$ cat src/rtl/reg_file_dump.sv
// Sequential register-file reader: on start, walks FIRST_REG..LAST_REG through one read port
// and streams each word on a valid/ready interface. Optional macro: REG_DUMP_CHECKSUM_EN.
module reg_file_dump #(
    parameter int FIRST_REG = 0,
    parameter int LAST_REG  = 31
) (
    input  logic        clk,
    input  logic        rst,
    input  logic        start,
    output logic        busy,
    output logic        done,
    output logic [4:0]  rd_addr,
    input  logic [31:0] rd_data,
    output logic        out_valid,
    input  logic        out_ready,
    output logic [31:0] out_data,
    output logic [4:0]  out_addr,
    output logic        out_last
);
    localparam logic [4:0] FIRST_ADDR = 5'(FIRST_REG);
    localparam logic [4:0] LAST_ADDR  = 5'(LAST_REG);

`ifdef REG_DUMP_CHECKSUM_EN
    typedef enum logic [1:0] {IDLE, STREAM, CSUM} state_t;
`else
    typedef enum logic [1:0] {IDLE, STREAM} state_t;
`endif

    state_t      state_reg, state_next;
    logic [4:0]  ptr_reg, ptr_next;
    logic        loaded_all_reg, loaded_all_next;
    logic        busy_reg, busy_next;
    logic        done_reg, done_next;
    logic        valid_reg, valid_next;
    logic [31:0] data_reg, data_next;
    logic [4:0]  addr_reg, addr_next;
    logic        last_reg, last_next;
    logic        load;
    logic        accept;
`ifdef REG_DUMP_CHECKSUM_EN
    logic [31:0] acc_reg, acc_next;
`endif

    always_ff @(posedge clk) begin
        if (!rst) begin
            state_reg      <= IDLE;
            ptr_reg        <= FIRST_ADDR;
            loaded_all_reg <= 1'b0;
            busy_reg       <= 1'b0;
            done_reg       <= 1'b0;
            valid_reg      <= 1'b0;
            data_reg       <= '0;
            addr_reg       <= '0;
            last_reg       <= 1'b0;
`ifdef REG_DUMP_CHECKSUM_EN
            acc_reg        <= '0;
`endif
        end else begin
            state_reg      <= state_next;
            ptr_reg        <= ptr_next;
            loaded_all_reg <= loaded_all_next;
            busy_reg       <= busy_next;
            done_reg       <= done_next;
            valid_reg      <= valid_next;
            data_reg       <= data_next;
            addr_reg       <= addr_next;
            last_reg       <= last_next;
`ifdef REG_DUMP_CHECKSUM_EN
            acc_reg        <= acc_next;
`endif
        end
    end

    always_comb begin
        state_next      = state_reg;
        ptr_next        = ptr_reg;
        loaded_all_next = loaded_all_reg;
        busy_next       = busy_reg;
        done_next       = 1'b0;
        valid_next      = valid_reg;
        data_next       = data_reg;
        addr_next       = addr_reg;
        last_next       = last_reg;
`ifdef REG_DUMP_CHECKSUM_EN
        acc_next        = acc_reg;
`endif
        accept = valid_reg && out_ready;
        load   = 1'b0;

        case (state_reg)
            IDLE: begin
                if (start) begin
                    ptr_next        = FIRST_ADDR;
                    loaded_all_next = 1'b0;
                    state_next      = STREAM;
                    busy_next       = 1'b1;
`ifdef REG_DUMP_CHECKSUM_EN
                    acc_next        = '0;
`endif
                end
            end
            STREAM: begin
                // The output slot refills whenever it is empty or being drained this cycle.
                load = (!valid_reg || out_ready) && !loaded_all_reg;
                if (load) begin
                    data_next  = rd_data;
                    addr_next  = ptr_reg;
                    valid_next = 1'b1;
`ifdef REG_DUMP_CHECKSUM_EN
                    last_next  = 1'b0;
                    acc_next   = acc_reg ^ rd_data;
`else
                    last_next  = (ptr_reg == LAST_ADDR);
`endif
                    if (ptr_reg == LAST_ADDR) begin
                        loaded_all_next = 1'b1;
                    end else begin
                        ptr_next = ptr_reg + 5'd1;
                    end
                end else if (accept) begin
`ifdef REG_DUMP_CHECKSUM_EN
                    // Once everything is loaded, the beat in flight is LAST_REG; swap in the checksum.
                    if (loaded_all_reg) begin
                        state_next = CSUM;
                        data_next  = acc_reg;
                        addr_next  = 5'd0;
                        last_next  = 1'b1;
                        valid_next = 1'b1;
                    end else begin
                        valid_next = 1'b0;
                    end
`else
                    valid_next = 1'b0;
                    if (last_reg) begin
                        state_next = IDLE;
                        busy_next  = 1'b0;
                        done_next  = 1'b1;
                        last_next  = 1'b0;
                    end
`endif
                end
            end
`ifdef REG_DUMP_CHECKSUM_EN
            CSUM: begin
                if (accept) begin
                    state_next = IDLE;
                    busy_next  = 1'b0;
                    done_next  = 1'b1;
                    valid_next = 1'b0;
                    last_next  = 1'b0;
                end
            end
`endif
            default: begin
                state_next = IDLE;
            end
        endcase
    end

    assign rd_addr   = ptr_reg;
    assign busy      = busy_reg;
    assign done      = done_reg;
    assign out_valid = valid_reg;
    assign out_data  = data_reg;
    assign out_addr  = addr_reg;
    assign out_last  = last_reg;

endmodule

$ cat config.mk
export PLATFORM = sky130hd
export DESIGN_NAME = reg_file_dump
export DESIGN_NICKNAME = d
export VERILOG_FILES = /design/src/rtl/reg_file_dump.sv
export SDC_FILE = /design/constraint.sdc
export NUM_CORES = 1
export LEC_CHECK = 0
export CORE_UTILIZATION = 45
export DETAILED_ROUTE_END_ITERATION = 8
export GPL_ROUTABILITY_DRIVEN = 0
export GPL_TIMING_DRIVEN = 0
export PLACE_DENSITY = 0.84
export SYNTH_ARGS = -nofsm -noshare
export SYNTH_HDL_FRONTEND = slang
export SYNTH_SLANG_ARGS = --single-unit
$ cat constraint.sdc
create_clock -name clk -period 6.33 [get_ports clk]
set_clock_uncertainty 0.2 [all_clocks]
set_input_delay 1.266 -clock clk [delete_from_list [all_inputs] [get_ports clk]]
set_output_delay 1.266 -clock clk [all_outputs]
set_load 0.1 [all_outputs]
==> results of run 1 <==
-- cell usage in the layout, fill, tap and decap left out, types with 2 or more instances in the layout --
cell type	Yosys	routed
sky130_fd_sc_hd__nand2_1	5	5
sky130_fd_sc_hd__nor2_1	2	2
sky130_fd_sc_hd__clkdlybuf4s50_1	0	81
sky130_fd_sc_hd__o311ai_0	3	3
sky130_fd_sc_hd__nor3_1	2	2
sky130_fd_sc_hd__or4_1	2	2
sky130_fd_sc_hd__buf_1	2	2
sky130_fd_sc_hd__a31oi_1	2	2
sky130_fd_sc_hd__inv_1	3	3
sky130_fd_sc_hd__o21ai_0	38	38
sky130_fd_sc_hd__nand4_1	4	4
sky130_fd_sc_hd__a21oi_1	42	42
sky130_fd_sc_hd__clkbuf_8	0	5
sky130_fd_sc_hd__buf_2	3	3
sky130_fd_sc_hd__nand2b_1	2	2
sky130_fd_sc_hd__nor2b_1	4	4
sky130_fd_sc_hd__ha_1	2	2
sky130_fd_sc_hd__nand3_1	39	39
sky130_fd_sc_hd__clkbuf_1	19	20
sky130_fd_sc_hd__dfxtp_1	47	47
sky130_fd_sc_hd__nand3b_1	2	2
-- stage by stage --
step	instances	area (um2)
final	372	2880
after global routing	372	2880
after CTS	372	2880
after detailed placement	366	2800
after global placement	366	2800
after floorplan	235	1930
-- how the worst min path moves through the flow --
stage	startpoint	end	slack (ns)	cells after the start
final	out_data[17]	out_data[17]	0.28	2
after global routing	out_data[30]	out_data[30]	0.30	2
after CTS	out_data[13]	out_data[13]	0.28	2
after detailed placement	out_data[13]	out_data[13]	0.27	2
after global placement	out_data[15]	out_data[15]	0.26	2
after floorplan	loaded_all_reg	done	0.34	2
-- kinds of logic after synthesis --
kind of cell / synth area share
compound gates: 0.258
fa+ha+maj: 0.0130
buf+inv: 0.0622
flops: 0.487
simple gates: 0.180
-- cell type report --
cell class | count | share of cell area
Buffer | 25 | 0.0365
Clock buffer | 6 | 0.0252
Inverter | 4 | 0.00522
Multi-Input combinational cell | 159 | 0.302
Sequential cell | 47 | 0.327
Tap cell | 50 | 0.0217
Timing Repair Buffer | 81 | 0.282
-- power by group through the flow --
stage | sequential, uW | clock (uW) | combinational (uW)
after detailed placement | 325 | 0 | 211
after CTS | 318 | 168 | 212
after global routing | 320 | 179 | 222
final | 318 | 167 | 212
after floorplan | 427 | 0 | 43.8
after global placement | 325 | 0 | 210
-- per-layer routing --
metal,GRT usage,share of wire,vias to the layer above
met5,0,0,-
met4,0.0824,0.0086,0
met3,0.0541,0.067,7
met2,0.417,0.47,80
met1,0.306,0.45,957
li1,-,-,1028
==> out/results.txt, run 1 <==
The flow ran to the end, and the final reports show no timing, DRC or antenna violations. The slack of the worst reg-to-reg path was 4.09 ns. The tools report the post-CTS setup buffer count as 0.

On the critical path, the stage with the largest delay is an instance of sky130_fd_sc_hd__clkdlybuf4s50_1. The longest clock path from root to sink contains 2 buffers. The register with the most flip-flops in the layout has 32 of them. The run gives 2072 as the vias after detailed routing.

From synthesis to final layout, the design area changed by 49.0%. Fraction of the cycle the final worst path needs: 0.539. The clock drives 47 sinks. Required arrival time at the worst endpoint: 4.86 ns. For the mapped cell area, the log shows 1930 um2. For the worst setup path, the data arrival time is 1.95 ns.

Instance count on the critical path: 1. The logs give 0.304 for the power share of the combinational group and 0.337 for the worst slew margin relative to its limit. For this run, the slowest stage of the critical path takes 1.19 ns.

The final hold violation count was 0; the number of vias per cell was 5.57. The run gives 0 as the number of inserted diodes. The residual DRC count is 0, and the chip width is 67.5 um. The net switching power is 255 uW. Across the VDD grid, the largest voltage drop is 0.000143 V. For this design the static power due to leakage is 0.000971 uW. The number of max-slew violations in the final report came out at 0. Internal power comes to 443 uW. After technology mapping, the gate count stands at 235. The global-route congestion overflow total is 0, and the number of library cell types mapped by synthesis is 31.

The initial core utilization came out at 0.476. Of all nets on the critical path, the largest fanout is 7. The later pin in the worst-skew pair is clocked with a latency of 0.29 ns.

The fraction of the core area covered by cells at the end of the flow is 0.709, and the number of flops mapped to enable cells by yosys is 0. The async set-or-reset flop fraction in the synthesized netlist is 0. Power comes to 697 uW. The clock tree synthesis step divided the H-tree into 2 levels. The root buffer selected by CTS was sky130_fd_sc_hd__clkbuf_8. The tool flagged a number of max-cap violations equal to 0.

The overall track demand over capacity in global routing is 0.246, and the number of nets in the finished design is 361. The worst register-to-register path ends at rd_addr[0]. The logs give 1900 for the number of global-route vias before repair and 0 for the number of cells upsized or downsized after cts. The startpoint-to-endpoint class of the critical path is register to output port. Total clock buffers created by CTS: 5. The post-detailed-placement half-perimeter wirelength is 3.70 mm. The first global-routing pass estimated 8.58 mm of wire. In the synthesized netlist, the cells that appear most often are sky130_fd_sc_hd__dfxtp_1, sky130_fd_sc_hd__a21oi_1, sky130_fd_sc_hd__nand3_1. The floorplan step defined a core boundary enclosing 4060 um2. In this run the worst setup path begins at rd_addr[0]. Power spread over the standard cell area amounts to 242 nW/um2. The final worst slack came out at 2.92 ns. The signal on the critical path passes through clkdlybuf4s50_1.

The sequential area share after synthesis was 0.487; the area used by multi-input combinational logic was 870 um2. During I/O placement, the number of pins put on the boundary was 82. The top flip-flop cell by instance count after synthesis is sky130_fd_sc_hd__dfxtp_1.

The run gives 273 as the total nets after synthesis. In the post-synthesis netlist, the cell with the most instances is sky130_fd_sc_hd__dfxtp_1. The origin of the critical flop-to-flop path is rd_addr[0]. Hold is met by 0.279 ns. The floorplan step defined a die boundary enclosing 4560 um2.

The endpoint class of the critical path was an output port. The tools report the maximum operating frequency as 293 MHz. Counting cells, the worst reg-to-reg path comes to 6.

The tools report the first-pass detailed-route iteration total as 4. After clock tree synthesis, the clock-pin slew on the worst setup and hold paths is 0.08 ns. The share of the synthesized area in the top cell type was 0.487; the number of nets still failing antenna checks after routing was 0.

The number of I/O port buffers works out to 81. For the hold buffer count at CTS, the log shows 0. The net switching share of the total power is 0.365, and the total of flip-flops plus latches after synthesis is 47. The post-synthesis cell type with the largest combined area is sky130_fd_sc_hd__dfxtp_1. Across the whole layout, storage elements account for 941 um2. The tools report the accumulated negative setup slack as 0 ns. The transition time of the tightest slew-check pin was 0.991 ns.

After synthesis, the mean cell area works out to 8.22 um2. Setup repair after global routing left no endpoint under its margin. The layout filler cell count is 344.

Setup violations remaining at the end of the flow were counted as 0. Entering global routing, the biggest net connects 13 pins. TritonCTS built the clock tree. Summed over all layers, the routed wires come to 5.45 mm.

The tools report the power share of the clock group as 0.239. The height of the chip came out at 67.5 um. The run gives 0.457 as the sequential group share of total power.

The count of yosys warnings during synthesis was 0. Final critical path time including I/O delays and setup: 3.41 ns. The fraction of layout cells with a size suffix above 1 works out to 0.0342. By area the synthesized netlist is led by sky130_fd_sc_hd__dfxtp_1, sky130_fd_sc_hd__a21oi_1, sky130_fd_sc_hd__nand3_1, sky130_fd_sc_hd__o21ai_0, sky130_fd_sc_hd__clkbuf_1. The run gives 0 as the initial antenna violation count.

The kind of launch point of the worst setup path is a register. Following the worst setup path forward leads to its endpoint at rd_addr[0]. After the first detailed-routing iteration, the DRC count stood at 131.

Type of the most critical hold path: register to register. In this run the core area contains 23 standard-cell rows. The cell class contributing the biggest share of worst-path delay is buffers and inverters. After detailed routing, the average wire length per cell comes to 14.6 um. Timing analysis after detailed placement gives a worst setup slack of 3.21 ns. The number of buffers and inverters on the critical path was 1.
(Power assumes the default switching activity.)
==> inputs of run 2 (changes only) <==
--- a/config.mk
+++ b/config.mk
@@ -5,11 +5,11 @@
 export SDC_FILE = /design/constraint.sdc
 export NUM_CORES = 1
 export LEC_CHECK = 0
-export CORE_UTILIZATION = 45
+export CORE_UTILIZATION = 38
 export DETAILED_ROUTE_END_ITERATION = 8
 export GPL_ROUTABILITY_DRIVEN = 0
 export GPL_TIMING_DRIVEN = 0
-export PLACE_DENSITY = 0.84
+export PLACE_DENSITY = 0.76
 export SYNTH_ARGS = -nofsm -noshare
 export SYNTH_HDL_FRONTEND = slang
 export SYNTH_SLANG_ARGS = --single-unit
==> constraint.sdc (replaced) <==
create_clock -name clk -period 2.95 [get_ports clk]
set_clock_uncertainty 0.2 [all_clocks]
set_input_delay 0.59 -clock clk [delete_from_list [all_inputs] [get_ports clk]]
set_output_delay 0.59 -clock clk [all_outputs]
set_load 0.1 [all_outputs]
==> run 2 against run 1 <==
Combinational power rose by 110%; critical path depth did not move; sequential power rose by 110%; hold slack got worse by 0.0050 ns; global-route usage fell by 4.5 points; via count fell by 0.39%; largest cell class unchanged; design area rose by 1.7%; critical path type unchanged.
==> out/results.txt, run 2 (same netlist as run 1, synthesis figures left out) <==
For this run, the top clock speed supported by timing is 366 MHz. The tools report the total of max-cap violations as 0 (unchanged). The total placed cells including tap cells is 383 (+4.6%), and the site row count is 25 (+8.7%). The clock-pin transition on the worst setup and hold timing paths is 0.09 ns (about the same). For the number of standard cells in the final layout excluding fillers, the log shows 391 (+5.1%).

The critical path goes through clkdlybuf4s50_1. The residual DRC count was 0 (unchanged). Number of cells upsized or downsized after cts: 0 (unchanged).

The number of buffers and inverters on the critical path is 1 (unchanged), and the clock latency on the worst-skew pair is 0.30 ns (about the same). The run gives 941 um2 (unchanged) as the flip-flop and latch area. The number of clock sinks is 47 (unchanged), and the maximum clock path buffer count is 2 (unchanged).

The number of inserted diodes is 0 (unchanged). The run gives 2930 um2 (+1.7%) as the summed area of non-filler cells in the final layout. For the worst endpoint data arrival time, the log shows 1.94 ns (about the same).

Leaving out fill and tap cells, the most frequent cell in the layout is sky130_fd_sc_hd__clkdlybuf4s50_1. The required arrival time at the worst endpoint is 2.16 ns (-2.70 ns), and the number of failing setup endpoints in the final timing report is 0 (unchanged). The tools report the maximum level of the CTS H-tree as 2 (unchanged). Type of the most critical hold path: register to register.

The total power divided by cell area was 533 nW/um2 (+120%). The top cell types in the final layout, fill and taps aside, are sky130_fd_sc_hd__clkdlybuf4s50_1, sky130_fd_sc_hd__dfxtp_1, sky130_fd_sc_hd__a21oi_1. The die footprint came out at 5370 um2 (+18%).

The startpoint identified for the worst register-to-register timing path is rd_addr[0]. The run gives 0 (unchanged) as the post-CTS setup buffer count. The tools report the number of nets still failing antenna checks after routing as 0 (unchanged). The highest ir drop seen on vdd came out at 0.000360 V (+150%). The number of global-route vias before repair is 1823 (-4.1%), and the area overhead of the layout relative to synthesis is 51.5%. Overall track demand over capacity in global routing: 0.202 (-0.0448). The initial antenna violation count came out at 0 (unchanged). Core outline area: 4820 um2 (+19%). The overall power came out at 1560 uW (+120%).

The highest-delay cell along the critical path is sky130_fd_sc_hd__clkdlybuf4s50_1. The worst slew margin relative to its limit is 0.339 (+0.00245), and the biggest cell delay along the critical path is 1.18 ns (about the same). The tools report the leakage power as 0.000986 uW (+1.5%). The vias after detailed routing came out at 2064 (-0.39%).

The area used by multi-input combinational logic was 870 um2 (unchanged). The run finished with clean final reports. Pin count of the biggest net entering global routing: 14 (+1). The initial core utilization was 0.401 (-0.0750); the number of vias per cell was 5.28 (-5.2%). The routed length per instance is 13.8 um (-5.8%). Fraction of the cycle the final worst path needs: 0.926.

The run gives 100 (-24%) as the number of violations reported at the end of detailed-routing iteration 0. For the final hold violation count, the log shows 0 (unchanged). The final critical path time including I/O delays and setup was 2.73 ns; the global-route wire length before repair was 8.44 mm (-1.6%). In this run the worst setup path begins at rd_addr[0]. TritonCTS built the clock tree. Fraction of layout cells with a size suffix above 1: 0.0401 (+0.00596).

The accumulated negative setup slack was 0 ns (unchanged); the number of nets in the finished design was 361 (unchanged). The run gives 0 (unchanged) as the hold buffer count at CTS. The first-pass detailed-route iteration total is 5 (+1), and the chip width is 73.3 um (+8.6%). The transition time of the tightest slew-check pin is 0.988 ns (-0.00367 ns).

The worst setup path is launched from a register. The cell family contributing the most delay on the critical path is buffers and inverters. Maximum fanout along the worst path: 7 (unchanged).

The startpoint identified for the worst hold timing path is out_data[12]. The post-detailed-placement half-perimeter wirelength is 3.69 mm (-0.37%). The global-route congestion overflow total is 0 (unchanged). The number of max-slew violations in the final report is 0 (unchanged), and the layout filler cell count is 476 (+38%). By startpoint and endpoint, the worst setup path is classified as register to output port.

The total placed instance area was 2830 um2 (+0.76%); the total clock buffers created by CTS was 5 (unchanged). The cell sitting at the root of the clock tree is a sky130_fd_sc_hd__clkbuf_8. Wire length after detailed routing: 5.40 mm (-0.97%). Setup repair after global routing left no endpoint under its margin.

The worst setup path is captured at an output port. For the count of pins on the block boundary, the log shows 82 (unchanged). The smallest hold slack is 0.274 ns (-0.00502 ns), and the height of the chip is 73.3 um (+8.6%). The number of I/O port buffers was 81 (unchanged).

The flip-flop count of the largest register after layout works out to 32 (unchanged).
[run 2: worst min-delay path: stages (launching register included)]
cell and delay (ns):
sky130_fd_sc_hd__dfxtp_1 0.31, sky130_fd_sc_hd__o21ai_0 0.06, sky130_fd_sc_hd__a21oi_1 0.06
[run 2: power breakdown]
group | internal [uW] | total [uW] | leakage [uW] | switching (uW)
Clock | 214 | 421 | 0.0000515 | 207
Sequential | 665 | 683 | 0.000383 | 17.8
Combinational | 127 | 454 | 0.000551 | 327
[run 2: area by class of cell]
cell class / instances / share of cell area
plain buffers: 25 / 0.0359
clock buffers: 8 / 0.0342
inverters: 4 / 0.00513
multi-input cells: 159 / 0.297
flip-flops and latches: 47 / 0.322
well taps: 67 / 0.0287
repair buffers: 81 / 0.277
[run 2: final timing paths]
check	endpoint	slack, ns	depth (start not counted)
min	out_data[12]	0.27	2
min reg2reg	out_data[12]	0.27	2
max	rd_addr[0]	0.22	1
max reg2reg	rd_addr[0]	0.69	6
[run 2: stage by stage]
| stage | util | setup slack (ns) |
|---|---|---|
| after CTS | 0.607 | 0.222 |
| after global routing | 0.607 | 0.154 |
| after global placement | 0.586 | 0.547 |
| after floorplan | - | 0.373 |
| after detailed placement | 0.586 | 0.554 |
| final | 0.607 | 0.219 |
[run 2: per-layer routing]
metal | vias to the layer above | wire length (um) | share of wire | track usage
li1 | 1033 | - | - | -
met1 | 942 | 2500 | 0.46 | 0.276
met2 | 79 | 2470 | 0.46 | 0.311
met3 | 10 | 358 | 0.066 | 0.0617
met4 | 0 | 67 | 0.012 | 0.0458
met5 | - | 0 | 0 | 0
==> inputs of run 3 (changes only) <==
--- a/config.mk
+++ b/config.mk
@@ -5,10 +5,11 @@
 export SDC_FILE = /design/constraint.sdc
 export NUM_CORES = 1
 export LEC_CHECK = 0
+export ABC_AREA = 0
 export CORE_UTILIZATION = 38
 export DETAILED_ROUTE_END_ITERATION = 8
 export GPL_ROUTABILITY_DRIVEN = 0
-export GPL_TIMING_DRIVEN = 0
+export GPL_TIMING_DRIVEN = 1
 export PLACE_DENSITY = 0.76
 export SYNTH_ARGS = -nofsm -noshare
 export SYNTH_HDL_FRONTEND = slang
==> run 3 against run 2 <==
Hold slack improved by 0.0068 ns; maximum frequency rose by 24%; critical path depth rose by 5; total power down 3.5%; first-iteration DRC count is 21% higher; setup slack better by 0.53 ns; register-to-register slack improved by 0.05 ns; combinational power fell by 2%; via count shrank 2.2%; design area shrank 4.4%; die area unchanged; clock power fell by 11%; largest cell class unchanged.
==> out/results.txt, run 3 (same netlist as run 1, synthesis figures left out) <==
The tools report the accumulated negative setup slack as 0 ns (unchanged). The global-route wire length before repair came out at 8.43 mm (about the same). The number of failing setup endpoints in the final timing report is 0 (unchanged), and the number of cells upsized or downsized after cts is 0 (unchanged). The initial antenna violation count was 0 (unchanged).

Routed length per instance: 14.0 um (+1.6%). The tools report the required arrival time at the worst endpoint as 2.98 ns (+0.82 ns). The top cell types in the final layout, fill and taps aside, are sky130_fd_sc_hd__buf_4, sky130_fd_sc_hd__dfxtp_1, sky130_fd_sc_hd__a21oi_1. The number of I/O port buffers came out at 81 (unchanged). The site row count was 25 (unchanged). The fraction of layout cells with a size suffix above 1 is 0.219 (+0.179), and the total of max-cap violations is 0 (unchanged). The logs give 47 (unchanged) for the number of clock sinks and 0.203 (+0.00140) for the overall track demand over capacity in global routing.

The maximum fanout along the worst path works out to 11 (+4). STA classifies the critical path startpoint as a register. TritonCTS built the clock tree.

The clock latency on the worst-skew pair was 0.30 ns (about the same). The number of nets in the finished design was 347 (-3.9%); the post-detailed-placement half-perimeter wirelength was 3.61 mm (-2.3%). The transition time of the tightest slew-check pin is 0.560 ns (-0.428 ns), and the final critical path time including I/O delays and setup is 2.21 ns (-0.526 ns). The chip width was 73.3 um (unchanged).

The tools report the hold buffer count at CTS as 0 (unchanged). The core outline area was 4820 um2 (unchanged). Wire length after detailed routing: 5.28 mm (-2.1%). The run gives 2 (unchanged) as the maximum clock path buffer count. The fraction of the cycle the final worst path needs is 0.748 (-0.178), and the slack of the worst reg-to-reg path is 0.74 ns (+0.05 ns). The leakage power is 0.00108 uW (+9.8%).

The min-delay analysis places its worst path in the category register to register. The residual DRC count was 0 (unchanged). The summed area of non-filler cells in the final layout was 2800 um2 (-4.4%); the highest ir drop seen on vdd was 0.000294 V (-18%). Startpoint-to-endpoint class of the critical path: register to register. For the number of global-route vias before repair, the log shows 1849 (+1.4%). The flip-flop and latch area was 941 um2 (unchanged); the flip-flop count of the largest register after layout was 32 (unchanged). The layout filler cell count is 481 (+1.1%).

The global-route congestion overflow total is 0 (unchanged). The post-CTS setup buffer count is 0 (unchanged), and the number of violations reported at the end of detailed-routing iteration 0 is 121 (+21%). The final hold violation count is 0 (unchanged), and the worst slew margin relative to its limit is 0.625 (+0.286).

The run gives 44 (+30) as the pin count of the biggest net entering global routing. The total power divided by cell area is 538 nW/um2 (+1.0%), and the vias after detailed routing is 2019 (-2.2%). The die footprint was 5370 um2 (unchanged). The clock-pin transition on the worst setup and hold timing paths was 0.09 ns (about the same).

Relative to the synthesized area, the layout overhead comes to 44.8%. The number of max-slew violations in the final report was 0 (unchanged); the number of inserted diodes was 0 (unchanged). The logs give 5 (unchanged) for the total clock buffers created by CTS and 4 (-1) for the first-pass detailed-route iteration total. The number of nets still failing antenna checks after routing came out at 0 (unchanged).

CTS placed an instance of sky130_fd_sc_hd__clkbuf_8 at the clock tree root. The height of the chip came out at 73.3 um (unchanged). The count of pins on the block boundary was 82 (unchanged); the number of vias per cell was 5.36 (+1.5%). The run finished with clean final reports. The maximum operating frequency came out at 453 MHz (+24%). For the area used by multi-input combinational logic, the log shows 880 um2 (+1.2%). The worst endpoint data arrival time was 2.23 ns (+0.29 ns). The total placed instance area is 2710 um2 (-4.1%). The initial core utilization is 0.401 (unchanged). The maximum level of the CTS H-tree was 2 (unchanged). The worst setup path is captured at a register. Leaving out fill and tap cells, the most frequent cell in the layout is sky130_fd_sc_hd__buf_4. Setup repair after global routing left no endpoint under its margin.
==> run 3: cell types whose count changed in the layout (fill, tap and decap cells not counted), moves of 2 or more <==
cell / change
sky130_fd_sc_hd__clkdlybuf4s50_1: -46
sky130_fd_sc_hd__clkbuf_1: -19
sky130_fd_sc_hd__nor2b_1: -2
sky130_fd_sc_hd__buf_1: -2
sky130_fd_sc_hd__clkbuf_8: -2
sky130_fd_sc_hd__buf_4: +56
sky130_fd_sc_hd__buf_2: -3
==> run 3: through the flow <==
step / instances / setup WS [ns] / total power, uW / hold WS, ns / util
after floorplan: 235 / 0.373 / 1010 / 0.340 / -
after global placement: 369 / 0.646 / 1140 / 0.260 / 0.563
after detailed placement: 369 / 0.587 / 1140 / 0.270 / 0.563
after CTS: 377 / 0.745 / 1520 / 0.283 / 0.580
after global routing: 377 / 0.633 / 1570 / 0.300 / 0.580
final: 377 / 0.745 / 1500 / 0.281 / 0.580
==> run 3: area by class of cell <==
| type | count | area share |
|---|---|---|
| timing repair buffer | 92 | 0.283 |
| multi-input combinational | 159 | 0.315 |
| clock buffer | 6 | 0.0260 |
| sequential | 47 | 0.337 |
| inverter | 4 | 0.00537 |
| clock inverter | 2 | 0.00448 |
| tap | 67 | 0.0300 |
==> run 3: path summary, 6_finish.rpt <==
kind | endpoint | cells after the start | start
max | rd_addr[3] | 6 | rd_addr[0]
min | out_data[25] | 2 | out_data[25]
max reg2reg | rd_addr[3] | 6 | rd_addr[0]
min reg2reg | out_data[25] | 2 | out_data[25]
==> run 3: worst max-delay path: stages (launching register included) <==
cell	delay, ns
sky130_fd_sc_hd__dfxtp_1	0.39
sky130_fd_sc_hd__ha_1	0.24
sky130_fd_sc_hd__and3_1	0.19
sky130_fd_sc_hd__ha_1	0.30
sky130_fd_sc_hd__nand4b_1	0.24
sky130_fd_sc_hd__or4_1	0.48
sky130_fd_sc_hd__o211ai_1	0.10
==> run 3: report_power, final <==
| group | switching [uW] | leakage [uW] | total, uW | internal, uW |
|---|---|---|---|---|
| sequential | 18.5 | 0.000383 | 683 | 665 |
| combinational | 324 | 0.000658 | 446 | 122 |
| clock | 209 | 0.0000412 | 374 | 166 |
| total | 552 | 0.00108 | 1500 | 952 |
==> run 3: routing by layer <==
metal  wire [um]  share of wire  global-route usage
met5           0              0                   0
met4          12         0.0023              0.0392
met3         356          0.067              0.0686
met2        2640           0.50               0.343
met1        2270           0.43               0.252
